===== src/rtl/iseq_pkg.sv =====
// iseq_pkg: shared FSM state type and buffer pointer width helper for iseq_dispatcher_mc
package iseq_pkg;
  typedef enum logic [1:0] {ST_IDLE, ST_RUN, ST_FLUSH, ST_DONE} iseq_state_t;
  localparam int MIN_PTR_W = 1;
  function automatic int ptr_width(input int depth);
    return (depth > 1) ? $clog2(depth) : MIN_PTR_W;
  endfunction
endpackage


===== src/rtl/iseq_lane_buf.sv =====
// iseq_lane_buf: small circular FIFO staging one lane (push/pop/flush, count, head, valid)
module iseq_lane_buf
  import iseq_pkg::*;
#(
  parameter int WIDTH = 32,
  parameter int DEPTH = 2,
  localparam int PW = ptr_width(DEPTH)
) (
  input  logic             clk,
  input  logic             rst_n,
  input  logic             flush_i,
  input  logic             push_i,
  input  logic             pop_i,
  input  logic [WIDTH-1:0] data_i,
  output logic [PW:0]      count_o,
  output logic [WIDTH-1:0] head_o,
  output logic             valid_o
);
  logic [WIDTH-1:0] mem_q [DEPTH];
  logic [PW-1:0] rd_q, wr_q;
  logic [PW:0] cnt_q;
  function automatic logic [PW-1:0] inc(input logic [PW-1:0] p);
    return (p == PW'(DEPTH - 1)) ? '0 : p + 1'b1;
  endfunction
  always_ff @(posedge clk or negedge rst_n) begin
    if (!rst_n) begin
      rd_q <= '0;
      wr_q <= '0;
      cnt_q <= '0;
    end else if (flush_i) begin
      rd_q <= '0;
      wr_q <= '0;
      cnt_q <= '0;
    end else begin
      if (push_i) wr_q <= inc(wr_q);
      if (pop_i) rd_q <= inc(rd_q);
      cnt_q <= cnt_q + (PW+1)'(push_i) - (PW+1)'(pop_i);
    end
  end
  always_ff @(posedge clk) begin
    if (push_i && !flush_i) mem_q[wr_q] <= data_i;
  end
  assign valid_o = cnt_q != '0;
  assign count_o = cnt_q;
  // Head is forced to zero when empty so outputs read 0 out of reset.
  assign head_o = valid_o ? mem_q[rd_q] : '0;
endmodule


===== src/rtl/iseq_dispatcher_mc.sv =====
// iseq_dispatcher_mc: multi-lane instruction-sequence dispatcher with masking, abort-flush and issue counter
// Ports: process_iseq/abort/lane_mask control; dispatcher_busy/iseq_done/iseq_aborted/instr_count status;
// instr_fifo_* and wrdata_fifo_* host FIFO side; disp_* and wrdata_* downstream valid/ack side.
module iseq_dispatcher_mc
  import iseq_pkg::*;
#(
  parameter int NUM_LANES    = 2,
  parameter int INSTR_WIDTH  = 32,
  parameter int WRDATA_WIDTH = 512,
  parameter int SLOT_DEPTH   = 2,
  parameter int CNT_WIDTH    = 16
) (
  input  logic                             clk,
  input  logic                             rst_n,
  input  logic                             process_iseq,
  input  logic                             abort,
  input  logic [NUM_LANES-1:0]             lane_mask,
  output logic                             dispatcher_busy,
  output logic                             iseq_done,
  output logic                             iseq_aborted,
  output logic [CNT_WIDTH-1:0]             instr_count,
  output logic [NUM_LANES-1:0]             instr_fifo_rd,
  input  logic [NUM_LANES-1:0]             instr_fifo_empty,
  input  logic [NUM_LANES*INSTR_WIDTH-1:0] instr_fifo_data,
  output logic                             wrdata_fifo_rd,
  input  logic                             wrdata_fifo_empty,
  input  logic [WRDATA_WIDTH-1:0]          wrdata_fifo_data,
  output logic [NUM_LANES-1:0]             disp_en,
  input  logic [NUM_LANES-1:0]             disp_ack,
  output logic [NUM_LANES*INSTR_WIDTH-1:0] disp_instr,
  output logic                             wrdata_en,
  input  logic                             wrdata_ack,
  output logic [WRDATA_WIDTH-1:0]          wrdata
);
  localparam int PW = ptr_width(SLOT_DEPTH);
  localparam logic [PW:0] DEPTH_C = (PW+1)'(SLOT_DEPTH);
  iseq_state_t state_q, state_d;
  logic [NUM_LANES-1:0] mask_q, lane_push, lane_pop, lane_valid, lane_idle;
  logic [PW:0] lane_cnt [NUM_LANES];
  logic [PW:0] wr_cnt;
  logic [CNT_WIDTH-1:0] cnt_q, cnt_d;
  logic [CNT_WIDTH+3:0] sum;
  logic aborted_q, run, flush_st, flush_buf, wr_push, wr_pop, wr_valid;
  assign run = state_q == ST_RUN;
  assign flush_st = state_q == ST_FLUSH;
  assign flush_buf = run & abort;
  for (genvar i = 0; i < NUM_LANES; i++) begin : g_lane
    assign lane_push[i] = run & mask_q[i] & ~instr_fifo_empty[i] & (lane_cnt[i] < DEPTH_C);
    assign instr_fifo_rd[i] = lane_push[i] | (flush_st & mask_q[i] & ~instr_fifo_empty[i]);
    // Lane buffers only hold data while RUN (drained before DONE, flushed on abort).
    assign disp_en[i] = lane_valid[i];
    assign lane_pop[i] = lane_valid[i] & disp_ack[i];
    // Lane finishes this cycle if its FIFO is dry and the buffer empties after this edge.
    assign lane_idle[i] = ~mask_q[i] | (instr_fifo_empty[i] &
                          ((lane_cnt[i] == '0) | ((lane_cnt[i] == (PW+1)'(1)) & lane_pop[i])));
    iseq_lane_buf #(.WIDTH(INSTR_WIDTH), .DEPTH(SLOT_DEPTH)) u_buf (
      .clk(clk), .rst_n(rst_n), .flush_i(flush_buf), .push_i(lane_push[i]), .pop_i(lane_pop[i]),
      .data_i(instr_fifo_data[i*INSTR_WIDTH +: INSTR_WIDTH]), .count_o(lane_cnt[i]),
      .head_o(disp_instr[i*INSTR_WIDTH +: INSTR_WIDTH]), .valid_o(lane_valid[i])
    );
  end
  assign wr_push = run & ~wrdata_fifo_empty & (wr_cnt < DEPTH_C);
  assign wrdata_fifo_rd = wr_push | (flush_st & ~wrdata_fifo_empty);
  // Staged wrdata survives DONE/IDLE, so it is only offered while running.
  assign wrdata_en = run & wr_valid;
  assign wr_pop = wrdata_en & wrdata_ack;
  iseq_lane_buf #(.WIDTH(WRDATA_WIDTH), .DEPTH(SLOT_DEPTH)) u_wr_buf (
    .clk(clk), .rst_n(rst_n), .flush_i(flush_buf), .push_i(wr_push), .pop_i(wr_pop),
    .data_i(wrdata_fifo_data), .count_o(wr_cnt), .head_o(wrdata), .valid_o(wr_valid)
  );
  always_comb begin
    state_d = state_q;
    case (state_q)
      ST_IDLE: if (process_iseq) state_d = ST_RUN;
      ST_RUN: if (abort) state_d = ST_FLUSH; else if (&lane_idle) state_d = ST_DONE;
      ST_FLUSH: if (!(|(mask_q & ~instr_fifo_empty)) && wrdata_fifo_empty) state_d = ST_DONE;
      default: state_d = ST_IDLE;
    endcase
  end
  assign sum = {4'b0, cnt_q} + (CNT_WIDTH+4)'($countones(lane_pop));
  assign cnt_d = (sum > {4'b0, {CNT_WIDTH{1'b1}}}) ? '1 : sum[CNT_WIDTH-1:0];
  always_ff @(posedge clk or negedge rst_n) begin
    if (!rst_n) begin
      state_q <= ST_IDLE;
      mask_q <= '0;
      cnt_q <= '0;
      aborted_q <= 1'b0;
    end else begin
      state_q <= state_d;
      if (state_q == ST_IDLE && process_iseq) begin
        mask_q <= lane_mask;
        cnt_q <= '0;
        aborted_q <= 1'b0;
      end else begin
        cnt_q <= cnt_d;
      end
      if (flush_st && state_d == ST_DONE) aborted_q <= 1'b1;
    end
  end
  assign dispatcher_busy = run | flush_st;
  assign iseq_done = state_q == ST_DONE;
  assign iseq_aborted = aborted_q;
  assign instr_count = cnt_q;
endmodule


===== config.mk =====
export PLATFORM = sky130hd
export DESIGN_NAME = iseq_dispatcher_mc
export DESIGN_NICKNAME = d
export VERILOG_FILES = /design/src/rtl/iseq_pkg.sv /design/src/rtl/iseq_lane_buf.sv /design/src/rtl/iseq_dispatcher_mc.sv
export SDC_FILE = /design/constraint.sdc
export NUM_CORES = 1
export LEC_CHECK = 0
export CORE_AREA = 4 4 454 456
export DETAILED_ROUTE_END_ITERATION = 12
export DIE_AREA = 0 0 458 460
export PLACE_DENSITY = 0.45
export SLEW_MARGIN = 20
export SYNTH_ARGS = -nofsm -noshare
export SYNTH_HDL_FRONTEND = slang
export SYNTH_HIERARCHICAL = 1
export SYNTH_SLANG_ARGS = --single-unit

===== constraint.sdc =====
create_clock -name clk -period 48.2 [get_ports clk]
set_clock_uncertainty 0.1 [all_clocks]
set_input_delay 9.64 -clock clk [delete_from_list [all_inputs] [get_ports clk]]
set_output_delay 9.64 -clock clk [all_outputs]
set_load 0.05 [all_outputs]

==> impl_metrics.py <==
metrics = {
    "cts": {
        "clock_path_buffers": 3,
        "clock-sinks": 1185,
        "clockRootBuffer": "clkbuf_16",
        "clk_latency_ns": 0.76,
        "cts_buffers": 141,
        "cts_hold_buf": 0,
        "cts_tree": "built",
        "cts_max_level": 4,
        "cts_setup_buffers": 0,
        "clk_pin_slew_ns": 0.05,
        "cts_resized": 0,
    },
    "critical_path": {
        "crit_fanout": 3,
        "reg2reg_slack_ns": 41.89,
        "worst-r2r-cell-count": 9,
        "worstPathArrival_ns": 11.53,
        "startpoint": "instr_fifo_empty[1]",
        "crit_type": "in -> out",
        "endpoint": "instr_fifo_rd[1]",
        "rr_endpoint": "u_wr_buf/mem_q[0][50]",
        "crit_required_ns": 38.46,
        "startpoint_type": "input pin",
        "rr_startpoint": "state_q[1]",
        "end_kind": "output pin",
    },
    "synth": {
        "yosys_most_used_dff": "edfxtp_1",
        "netlist_area_um2": 45800,
        "synth_area_leaders": "edfxtp_1 76%, mux2i_1 13%, nor2_1 4.8%, dfrtp_1 1.8%, buf_8 1.3%",
        "ys_ff_latch": 1185,
        "syn_avg_cell_area_um2": 17.4,
        "synth_top_cell_by_area": "edfxtp_1",
        "yosysSeqAreaShare_pct": 77.4,
        "syn_nets": 3238,
        "synthCells": 2638,
        "synth.distinct_cells": 48,
        "synth_edf_count": 1152,
        "ys_async_sr_fraction_pct": 2.78,
        "synth.top_cell.area_share_pct": 75.6,
        "ys_warn_count": 6,
    },
    "final_layout": {
        "fin_cells": 6694,
        "final_nets": 4479,
        "area_growth_pct": 41.0,
        "drive_above_1_share_pct": 6.37,
        "most-common-layout-cells": "1188 x clkdlybuf4s50_1, 1152 x edfxtp_1, 590 x nor2_1",
        "mostFrequentLayoutCell": "clkdlybuf4s50_1",
    },
    "floorplanning": {
        "coreArea_um2": 202000,
        "initial_utilization_pct": 22.7,
        "die_w_um": 458,
        "core.rowCount": 165,
        "dieArea_um2": 211000,
        "io_pins": 1189,
        "die-height_um": 460,
    },
    "global_route": {
        "antenna_found_initial": 92,
        "grt_max_degree": 140,
        "grt_pass1_wl_um": 228000,
        "grt_pass1_vias": 28000,
        "overflow": 0,
        "grt_util_all_layers_pct": 15.5,
    },
    "detailed_routing": {
        "dr.pass1.iters": 5,
        "wl_per_cell_um": 25.4,
        "vias": 27400,
        "drtIter0Drc": 1511,
        "routed_via_density": 4.09,
        "drt-total-wl_um": 170000,
        "drc": 0,
        "antenna_left": 0,
    },
    "placement": {
        "routabilityCongestion": 0.809,
        "post-place-ws_ns": 26.90,
        "place_inst": 6408,
        "dp_hpwl_um": 125000,
        "port_buffers": 1188,
    },
    "power": {
        "power_mw": 4.30,
        "vdd_drop_max_uv": 36.8,
        "p_per_area_nw_per_um2": 66.6,
        "leakagePower_nw": 21.5,
    },
    "timing": {
        "worst_pin_slew_ns": 1.10,
        "slew_violations": 0,
        "slew_headroom_pct": 26.4,
        "whs_ns": 0.411,
        "fin_ws_ns": 26.93,
        "fin_tns_setup_ns": 0,
        "rsz0062_at_grt": "no",
        "fin_crit_ns": 21.27,
        "timing.final.hold_violations": 0,
        "setup_violations": 0,
        "min_period_over_period_pct": 44.1,
        "max_freq_mhz": 47.0,
    },
    "status": {
        "outcome": "completed",
    },
    "flow_run": {
        "drv_cap": 0,
    },
    "min_path": {
        "hp-class": "reg -> reg",
    },
}
-- final cells by class --
type | instances | area [um^2]
inverter | 16 | 60.1
fill | 19900 | 137000
clock inverter | 69 | 626
multi-input combinational | 1303 | 9030
clock buffer | 182 | 3710
timing repair buffer | 1232 | 12300
tap | 2672 | 3340
sequential | 1185 | 35400
antenna | 35 | 87.6
-- layer usage --
metal	GRT usage [%]	share of wire [%]
met1	17.1	38
met4	6.39	3.7
met5	0	0.28
met3	9.00	12
met2	24.2	46
-- sequential cells by signal, indices dropped and copies added (netlist names), 2 cells and up --
name                  cells
g_lane.u_buf/count_o      4
mask_q                    2
u_wr_buf/mem_q         1024
g_lane.u_buf/mem_q      128
g_lane.u_buf/rd_q         2
state_q                   2
u_wr_buf/count_o          2
g_lane.u_buf/wr_q         2
instr_count              16
-- how the worst min path moves through the flow --
stage | slack, ns | to | cells after the start | startpoint
3_3_place_gp | 0.41 | instr_count[12] | 1 | instr_count[12]
3_5_place_dp | 0.40 | instr_count[12] | 1 | instr_count[12]
5_1_grt | 0.43 | instr_count[12] | 1 | instr_count[12]
4_1_cts | 0.41 | instr_count[12] | 1 | instr_count[12]
6_report | 0.41 | instr_count[12] | 1 | instr_count[12]
2_1_floorplan | 0.35 | mask_q[0] | 2 | mask_q[0]
-- worst max-delay path, cell delays in order --
cell	delay, ns
clkdlybuf4s50_1	0.44
nor2b_1	0.31
o21a_1	0.28
clkdlybuf4s50_1	0.85
-- where the power goes --
group / total (mW) / switching, mW / internal [mW]
Sequential: 1.28 / 0.0342 / 1.24
Clock: 1.01 / 0.425 / 0.584
Combinational: 2.01 / 1.43 / 0.589
Total: 4.30 / 1.88 / 2.42
-- through the flow --
step | utilization [%] | instance area [um^2]
4_1_cts | 32.0 | 64500
5_1_grt | 32.0 | 64500
2_1_floorplan | - | 45800
6_report | 32.0 | 64500
3_3_place_gp | 29.8 | 60100
3_5_place_dp | 29.8 | 60100
-- Yosys cell counts (10+ instances only) --
cell and instances:
edfxtp_1 1152, nor2_1 590, mux2i_1 576, buf_2 60, buf_8 41, dfrtp_1 33
a21oi_1 15, nand2_1 15, inv_1 14, ha_1 12, buf_12 10, buf_6 10
xnor2_1 10
-- cell families after synthesis --
kind of cell / Yosys count / share of synthesized area (%)
AND/OR/NAND/NOR: 660 / 5.79
flip-flops: 1185 / 77.4
adder cells (fa/ha/maj): 12 / 0.328
buffers and inverters: 150 / 2.96
XOR/XNOR: 17 / 0.415
multiplexers: 576 / 12.6
AO/OA/AOI/OAI: 38 / 0.533
(Power assumes the default switching activity.)
